--- config.mk ---
export PLATFORM = sky130hd
export DESIGN_NAME = mac_address_table
export DESIGN_NICKNAME = d
export VERILOG_FILES = /design/src/rtl/switch_pkg.sv /design/src/rtl/mac_table_age_timer.sv /design/src/rtl/mac_address_table.sv
export SDC_FILE = /design/constraint.sdc
export NUM_CORES = 2
export LEC_CHECK = 0
export CORE_ASPECT_RATIO = 0.9
export CORE_MARGIN = 10
export CORE_UTILIZATION = 60
export CTS_CLUSTER_SIZE = 16
export DETAILED_ROUTE_END_ITERATION = 6
export HOLD_SLACK_MARGIN = 0.1
export PLACE_DENSITY = 0.86
export REMOVE_ABC_BUFFERS = 1
export SYNTH_ARGS = -nofsm -noshare
export SYNTH_HDL_FRONTEND = slang
export SYNTH_HIERARCHICAL = 1
export SYNTH_SLANG_ARGS = --single-unit
--- constraint.sdc ---
create_clock -name clock -period 8 [get_ports clock]
set_clock_uncertainty 0.05 [all_clocks]
set_input_delay 1.2 -clock clock [delete_from_list [all_inputs] [get_ports clock]]
set_output_delay 1.2 -clock clock [all_outputs]
set_load 0.1 [all_outputs]
--- src/rtl/switch_pkg.sv ---
// Shared switch types: MAC type, table entry, lookup FSM states, group-bit helper.
// The entry hit bit exists only when MAC_TABLE_AGING_EN is defined.
package switch_pkg;

    typedef logic [47:0] mac_t;

    // The egress port lives in a per-entry array beside this struct: its width follows NUM_PORTS.
    typedef struct packed {
        logic valid;
`ifdef MAC_TABLE_AGING_EN
        logic hit;
`endif
        mac_t mac;
    } entry_t;

    typedef enum logic [1:0] {
        IDLE,
        COMPARE,
        RESPOND
    } state_t;

    localparam mac_t BROADCAST_MAC = 48'hFFFF_FFFF_FFFF;

    function automatic logic is_group(input mac_t mac);
        return mac[40];
    endfunction

endpackage

--- src/rtl/mac_table_age_timer.sv ---
// Free-running aging timer: counts 0..AGE_PERIOD-1 and pulses tick on the wrap cycle.
// Instantiated by mac_address_table only when MAC_TABLE_AGING_EN is defined.
module mac_table_age_timer #(
    parameter int AGE_PERIOD = 1000000
) (
    input  logic clock,
    input  logic reset,
    output logic tick
);

    localparam int CW = (AGE_PERIOD > 1) ? $clog2(AGE_PERIOD) : 1;

    logic [CW-1:0] count_q;

    assign tick = (count_q == CW'(AGE_PERIOD - 1));

    always_ff @(posedge clock) begin
        if (reset) begin
            count_q <= '0;
        end else if (tick) begin
            count_q <= '0;
        end else begin
            count_q <= count_q + CW'(1);
        end
    end

endmodule

--- src/rtl/mac_address_table.sv ---
// MAC learning / forwarding-decision table: one request in, one egress port mask out.
// Optional entry aging is compiled in with MAC_TABLE_AGING_EN.
module mac_address_table
    import switch_pkg::*;
#(
    parameter int NUM_PORTS  = 4,
    parameter int DEPTH      = 16,
    parameter int AGE_PERIOD = 1000000,
    localparam int PORT_W    = $clog2(NUM_PORTS),
    localparam int CNT_W     = $clog2(DEPTH + 1)
) (
    input  logic                 clock,
    input  logic                 reset,
    input  logic                 lookup_valid,
    output logic                 lookup_ready,
    input  mac_t                 lookup_src_mac,
    input  mac_t                 lookup_dst_mac,
    input  logic [PORT_W-1:0]    lookup_src_port,
    output logic                 result_valid,
    input  logic                 result_ready,
    output logic [NUM_PORTS-1:0] result_port_mask,
    output logic [CNT_W-1:0]     entry_count,
    output state_t               debug_state
);

    localparam int IDX_W = $clog2(DEPTH);

    if (NUM_PORTS < 2) begin : g_bad_ports
        $error("NUM_PORTS must be at least 2");
    end
    if (DEPTH < 2 || (DEPTH & (DEPTH - 1)) != 0) begin : g_bad_depth
        $error("DEPTH must be a power of two, at least 2");
    end
    if (AGE_PERIOD < 1) begin : g_bad_age
        $error("AGE_PERIOD must be at least 1");
    end

    state_t              state_q, state_d;
    mac_t                req_src, req_dst;
    logic [PORT_W-1:0]   req_port;
    entry_t              table_q [DEPTH];
    logic [PORT_W-1:0]   port_q  [DEPTH];
    logic [IDX_W-1:0]    victim_q;
    logic [NUM_PORTS-1:0] mask_q, mask_d, src_onehot;

    logic                dst_hit, src_hit, free_found;
    logic [IDX_W-1:0]    dst_idx, src_idx, free_idx, learn_idx;
    logic                learn_en, evict;

`ifdef MAC_TABLE_AGING_EN
    logic age_tick;

    mac_table_age_timer #(.AGE_PERIOD(AGE_PERIOD)) u_age_timer (
        .clock (clock),
        .reset (reset),
        .tick  (age_tick)
    );
`endif

    // Handshakes: a transfer happens on a rising edge where valid && ready; the producer
    // holds valid and its payload until then, and ready never waits on valid.
    always_ff @(posedge clock) begin
        if (reset) state_q <= IDLE;
        else       state_q <= state_d;
    end

    always_comb begin
        state_d      = state_q;
        lookup_ready = 1'b0;
        result_valid = 1'b0;
        case (state_q)
            IDLE: begin
                lookup_ready = 1'b1;
                if (lookup_valid) state_d = COMPARE;
            end
            COMPARE: state_d = RESPOND;
            RESPOND: begin
                result_valid = 1'b1;
                if (result_ready) state_d = IDLE;
            end
            default: state_d = IDLE;
        endcase
    end

    assign debug_state      = state_q;
    assign result_port_mask = mask_q;

    always_ff @(posedge clock) begin
        if (reset) begin
            req_src  <= '0;
            req_dst  <= '0;
            req_port <= '0;
        end else if (state_q == IDLE && lookup_valid) begin
            req_src  <= lookup_src_mac;
            req_dst  <= lookup_dst_mac;
            req_port <= lookup_src_port;
        end
    end

    // Descending scan so the last assignment wins: lowest matching / lowest free index.
    always_comb begin
        dst_hit    = 1'b0;
        dst_idx    = '0;
        src_hit    = 1'b0;
        src_idx    = '0;
        free_found = 1'b0;
        free_idx   = '0;
        for (int i = DEPTH - 1; i >= 0; i--) begin
            if (table_q[i].valid && table_q[i].mac == req_dst) begin
                dst_hit = 1'b1;
                dst_idx = IDX_W'(i);
            end
            if (table_q[i].valid && table_q[i].mac == req_src) begin
                src_hit = 1'b1;
                src_idx = IDX_W'(i);
            end
            if (!table_q[i].valid) begin
                free_found = 1'b1;
                free_idx   = IDX_W'(i);
            end
        end
    end

    assign src_onehot = NUM_PORTS'(1) << req_port;

    always_comb begin
        mask_d = ~src_onehot;
        if (is_group(req_dst))                         mask_d = ~src_onehot;
        else if (dst_hit && port_q[dst_idx] == req_port) mask_d = '0;
        else if (dst_hit)                              mask_d = NUM_PORTS'(1) << port_q[dst_idx];
    end

    assign learn_en  = (state_q == COMPARE) && !is_group(req_src);
    assign evict     = learn_en && !src_hit && !free_found;
    assign learn_idx = src_hit ? src_idx : (free_found ? free_idx : victim_q);

    always_ff @(posedge clock) begin
        if (reset) mask_q <= '0;
        else if (state_q == COMPARE) mask_q <= mask_d;
    end

    // The learn write comes after the aging sweep so it wins on a shared entry.
    always_ff @(posedge clock) begin
        if (reset) begin
            for (int i = 0; i < DEPTH; i++) begin
                table_q[i] <= '0;
                port_q[i]  <= '0;
            end
            victim_q <= '0;
        end else begin
`ifdef MAC_TABLE_AGING_EN
            if (age_tick) begin
                for (int i = 0; i < DEPTH; i++) begin
                    if (!table_q[i].hit) table_q[i].valid <= 1'b0;
                    table_q[i].hit <= 1'b0;
                end
            end
`endif
            if (learn_en) begin
                table_q[learn_idx].valid <= 1'b1;
`ifdef MAC_TABLE_AGING_EN
                table_q[learn_idx].hit   <= 1'b1;
`endif
                table_q[learn_idx].mac   <= req_src;
                port_q[learn_idx]        <= req_port;
            end
            if (evict) victim_q <= victim_q + IDX_W'(1);
        end
    end

    always_comb begin
        entry_count = '0;
        for (int i = 0; i < DEPTH; i++) begin
            entry_count = entry_count + CNT_W'(table_q[i].valid);
        end
    end

endmodule

After elaboration in Yosys (flattened, before gate mapping)
Memories as Yosys holds them, arrays and structs flattened.
Cells that the tools add are included.
{"block": "word_totals", "out_inout_bits": 13, "latch_bits": 0, "rom_bits": 0, "inputBits": 102, "mem_bits_rw": 816, "word_cells": 225, "ff_bits": 108, "memories": 2}
{"block": "classes", "bitwise_logic": 1, "n_mux": 117, "n_shift": 2, "multipliers": 0, "magnitude_cmp": 0, "div": 0, "n_addsub": 16, "eq_ne": 37, "reduce_logical": 44}
{"name": "table_q", "depth": 16, "width": 49, "read_ports": 16, "rd_ports_with_merged_regs": 0, "write_ports": 16, "line_no": "mac_address_table.sv:41", "source": "entry_t table_q [DEPTH];"}
{"name": "port_q", "depth": 16, "width": 2, "read_ports": 1, "rd_ports_with_merged_regs": 0, "write_ports": 16, "line_no": "mac_address_table.sv:42", "source": "logic [PORT_W-1:0] port_q [DEPTH];"}
{"operator": "== test 48 bit", "n": 32}
{"operator": "2-to-1 mux 4 bit", "n": 55}
{"operator": "2-to-1 mux 1 bit", "n": 57}
{"operator": "adder 5 x 1 -> 5 bit", "n": 11}
{"operator": "2-to-1 mux 49 bit", "n": 1}
{"operator": "OR reduction 49 bit", "n": 1}
{"operator": "logical AND 1 bit", "n": 37}
{"operator": "<< shifter 1 x 2 -> 4 bit (first input constant)", "n": 2}
{"operator": "2-to-1 mux 2 bit", "n": 3}
{"operator": "case mux 2 bit (3 select lines)", "n": 1}
{"operator": "adder 4 x 1 -> 5 bit", "n": 1}
{"operator": "adder 3 x 1 -> 4 bit", "n": 1}
{"operator": "adder 4 x 1 -> 4 bit (second input constant)", "n": 1}
{"operator": "inequality test 2 bit (second input constant)", "n": 2}
{"operator": "inverter 4 bit", "n": 1}
{"operator": "adder 2 x 1 -> 3 bit", "n": 1}
{"operator": "logical NOT 1 bit", "n": 3}
{"operator": "adder 1 x 1 -> 2 bit", "n": 1}
{"operator": "== test 2 x 1 -> 1 bit (second input constant)", "n": 1}
{"operator": "== test 2 bit", "n": 1}
{"operator": "== test 2 bit (second input constant)", "n": 1}
{"operator": "logical NOT 2 bit", "n": 1}
{"operator": "AND reduction 2 bit", "n": 1}
{"operator": "OR reduction 2 bit", "n": 1}

Longest topological paths before layout
An unclocked memory read counts as a cell.
{"block": "depth", "depth_word": 24, "ltp_mapped": 17, "mapped_depth_nobuf": 14}

Least setup slack after synthesis
Ideal clock, no wire load.
{"block": "synth_timing", "path_type": "flip-flop to flip-flop", "from": "register req_src[25]", "to": "memory port_q[0][0] (netlist bit) (enable)", "path_stages_with_launch": 15, "setup_slack_ns": 0.998, "synth_period_minus_slack_ns": 7.002, "setup_time_ns": 0.527, "required_ns": 7.423, "path_buffers": 5, "arrival_ns": 6.425, "cell_sequence": "dfxtp_1 buf_2 buf_2 xor2_1 a211o_1 nor4_1 nand4_1 or2_2 a211oi_1 o31ai_1 a21o_2 buf_4 buf_2 buf_2 o21ai_0"}
{"item": "from (decl)", "line_no": "mac_address_table.sv:39", "source": "mac_t req_src, req_dst;"}
{"item": "from (signal assigned)", "line_no": "mac_address_table.sv:94", "source": "req_src <= lookup_src_mac;"}
{"item": "to (decl)", "line_no": "mac_address_table.sv:42"}

==> metrics.md <==
| Metric | Value |
|---|---|
| Core area | around 90000 um^2 |
| Post-route setup TNS | 0 ns |
| Area delta synth->final | 10.88% |
| Num CTS Buffers | 95 |
| Clock sink total | 924 |
| Total GRT Usage | approximately 46% |
| TritonCTS clock tree | built |
| Synth top area cells | edfxtp_1, xor2_1, xnor2_1 |
| Grt total ovfl | 0 |
| Hold crit path type | flip-flop to flip-flop |
| Area occupied by multi-input gates | roughly 25000 um^2 |
| Seq cells post-synth | slightly above 900 |
| Worst-path clk slew | about 0.06 ns |
| Buffer count from post-CTS setup fixing | 0 |
| Number of synthesized flops with an enable pin | 800 |
| RSZ-0062 raised after global routing | false |
| DRC errors left | 34 |
| Measured slew at the worst slew-check pin | 1.330 ns |
| Vias in the first global route | about 42000 |
| Total power draw | 12440 uW |
| Fillers | 6664 |
| Asr flop ratio synth | 0% |
| Initial Utilization | between 60% and 70% |
| Slew headroom | a little over a tenth |
| Leading area contributor after synthesis | edfxtp_1 |
| Ys Warns | 6 |
| Final setup violation count | 0 |
| Max IR drop VDD | a little under 0.2 mV |
| # IOs | 115 |
| Mapped Cells | approximately 5000 |
| Ratio of cells with drive above 1 in the final layout | between 10% and 20% |
| Final hold viol count | 0 |
| Skew-Pair Late Insertion Delay | roughly 0.74 ns |
| PwrDens | a little over 200 nW/um^2 |
| Worst hold margin | about 0.4 ns |
| WS Path Type | flip-flop to output port |
| Vias | between 40000 and 50000 |
| Leakage power | between 0.02 and 0.025 uW |
| CP Data Required Time | a little under 7 ns |
| Max-cap viol count | 0 |
| Worst-case clock buffer depth | 3 |
| Slew Viols, Final | 0 |
| PnR worst setup slack | ~1.2 ns |
| Avg Inst Size Synth | roughly 11 um^2 |
| Final WL | between 200000 and 250000 um |
| Area of the die | 102700 um^2 |
| Die Ht | ~300 um |
| Post-DRT Antenna Nets | 0 |
| H-Tree Depth | 3 |
| Critical path startpoint category | flip-flop |
| Chip width | between 300 and 400 um |
| Top FF cell, synth | edfxtp_1 |
| First-pass GRT wire length | ~330000 um |
| Status | finished, violations left |
| Total area of sequential cells | between 20000 and 30000 um^2 |
| NumNets Final | 5098 |
| Worst-path fanout max | 7 |
| Final worst path period need | roughly 6.8 ns |
| Initial antenna violation count | 18 |
| Synthesized area | roughly 54000 um^2 |
| Starting DRC count in detailed routing | 9242 |
| Hold buffers post-CTS | 0 |
| Fmax | roughly 150 MHz |
| Cell Rows | about 100 |
| Synth cell types | 87 |
| Placer Congestion | between 1 and 1.5 |
| Crit. End Element | output port |
| Routed len/inst | 39.21 um |
| Post-synthesis sequential area ratio | between 40% and 50% |
| Failing checks | DRC |
| Worst Setup Slack post-DPL | ~1.8 ns |
| Buffers on Ports | roughly 110 |
| Root Driver | clkbuf_16 |
| Largest net degree at the start of global routing | just under 90 |
| Number of detailed-route iterations in the first pass | 7 |
| Post-Route Utilization | 67.07% |
| Hpwl dp | 161200 um |
| Top-area cell type share of the netlist area | ~44% |
| # resized after CTS | 0 |
| Crit path DAT | 5.55 ns |
| Vias per cell | between 7 and 8 |
| Fin crit share | between 80 and 90% |
[cell usage after synthesis, drive strengths merged (6+ instances only)]
| cell | n |
|---|---|
| nand2 | 232 |
| dfxtp | 124 |
| mux2 | 8 |
| o21ai | 25 |
| a222oi | 7 |
| nand4 | 200 |
| or2 | 18 |
| o2bb2ai | 8 |
| o311ai | 8 |
| fa | 10 |
| o2111ai | 14 |
| ha | 8 |
| xor2 | 765 |
| clkbuf | 200 |
| nor4 | 341 |
| inv | 108 |
| a211oi | 6 |
| a21o | 29 |
| o221ai | 12 |
| buf | 234 |
| o22ai | 24 |
| o211ai | 8 |
| edfxtp | 800 |
| nor3 | 56 |
| mux2i | 7 |
| nor2b | 21 |
| xnor2 | 654 |
| nor2 | 47 |
| and2 | 652 |
| a21oi | 122 |
| or4 | 20 |
| nand2b | 48 |
| nand4b | 9 |
| a2111oi | 11 |
| nor3b | 8 |
| nand3 | 49 |
[worst paths after layout]
path	startpoint	to	slack (ns)	depth (start not counted)
hold / removal	req_dst[19]	req_dst[19]	0.41	2
setup reg to reg	req_src[23]	table_q[10][12]	1.53	14
setup / recovery	table_q[4][48]	entry_count[4]	1.20	12
hold reg to reg	req_dst[19]	req_dst[19]	0.41	2
[area by class of cell]
cell class                      count  share of cell area (%)
Antenna cell                       12                 0.05001
Clock buffer                      128                   4.491
Timing Repair Buffer              336                   4.901
Tap cell                         1166                   2.430
Clock inverter                     49                  0.8752
Multi-Input combinational cell   3508                   42.24
Sequential cell                   924                   44.31
Inverter                          113                  0.7064
[per-stage QoR]
step,cells,cell area [um^2]
detailed placement,6047,56790
global placement,6047,56790
global route,6224,60010
finish,6236,60040
floorplan,4545,52200
CTS,6224,60010
[cell families after synthesis]
family,count (synthesis),synth area share (%)
simple gates,1725,18.81
xor+xnor,1419,22.95
flops,924,48.95
buf+inv,547,4.499
compound gates,315,3.942
fa+ha+maj,18,0.5545
mux,15,0.2958
other cells,1,0.006925
[registers in the layout, indices dropped and copies added (netlist names)]
| name | cells |
|---|---|
| victim_q | 4 |
| result_port_mask | 4 |
| debug_state | 2 |
| req_port | 2 |
| port_q | 32 |
| req_dst | 48 |
| table_q | 784 |
| req_src | 48 |
[where the power goes]
group          leakage (uW)  switching, uW  total [uW]  internal, uW
combinational        0.0117           1180        1800           623
sequential          0.00897            494        5950          5450
clock               0.00159           2100        4690          2590
[critical path, cell delays in order, from the launching register on]
cell	delay, ns
dfxtp_1	0.71
fa_1	0.52
fa_1	0.50
inv_1	0.06
fa_1	0.52
fa_1	0.41
inv_1	0.07
ha_1	0.16
inv_1	0.07
fa_1	0.45
nor2b_1	0.13
o21a_1	0.12
clkdlybuf4s50_1	1.13
[routing by layer]
metal  wire (um)  vias to the layer above  share of wire, %  global-route usage (%)
li1            -                    17230                 -                       -
met2       93710                     4912                38                   61.62
met5         334                        -              0.14                   1.643
met4       26070                       12                11                   36.24
met1       78810                    21160                32                   57.13
met3       45620                     1395                19                   20.51
[cells in the final DEF (no fill, tap or decap), types with 11 or more instances in the layout]
| cell | Yosys | routed |
|---|---|---|
| a2111oi_0 | 11 | 11 |
| a21o_1 | 28 | 28 |
| a21oi_1 | 121 | 121 |
| and2_1 | 652 | 651 |
| buf_12 | 0 | 11 |
| buf_4 | 13 | 212 |
| clkbuf_1 | 186 | 16 |
| clkbuf_16 | 0 | 98 |
| clkbuf_8 | 0 | 13 |
| clkdlybuf4s50_1 | 0 | 113 |
| clkinv_1 | 5 | 14 |
| clkinv_2 | 0 | 16 |
| conb_1 | 1 | 16 |
| dfxtp_1 | 124 | 45 |
| dfxtp_2 | 0 | 79 |
| diode_2 | 0 | 12 |
| edfxtp_1 | 800 | 800 |
| inv_1 | 107 | 107 |
| nand2_1 | 230 | 228 |
| nand2b_1 | 48 | 47 |
| nand3_1 | 49 | 48 |
| nand4_1 | 200 | 200 |
| nor2_1 | 47 | 47 |
| nor2b_1 | 21 | 21 |
| nor3_1 | 49 | 49 |
| nor4_1 | 341 | 338 |
| o2111ai_1 | 14 | 14 |
| o21ai_0 | 24 | 23 |
| o221ai_1 | 12 | 12 |
| o22ai_1 | 24 | 24 |
| or2_2 | 18 | 18 |
| or4_1 | 20 | 20 |
| xnor2_1 | 654 | 654 |
| xor2_1 | 765 | 765 |
(Power assumes the default switching activity.)
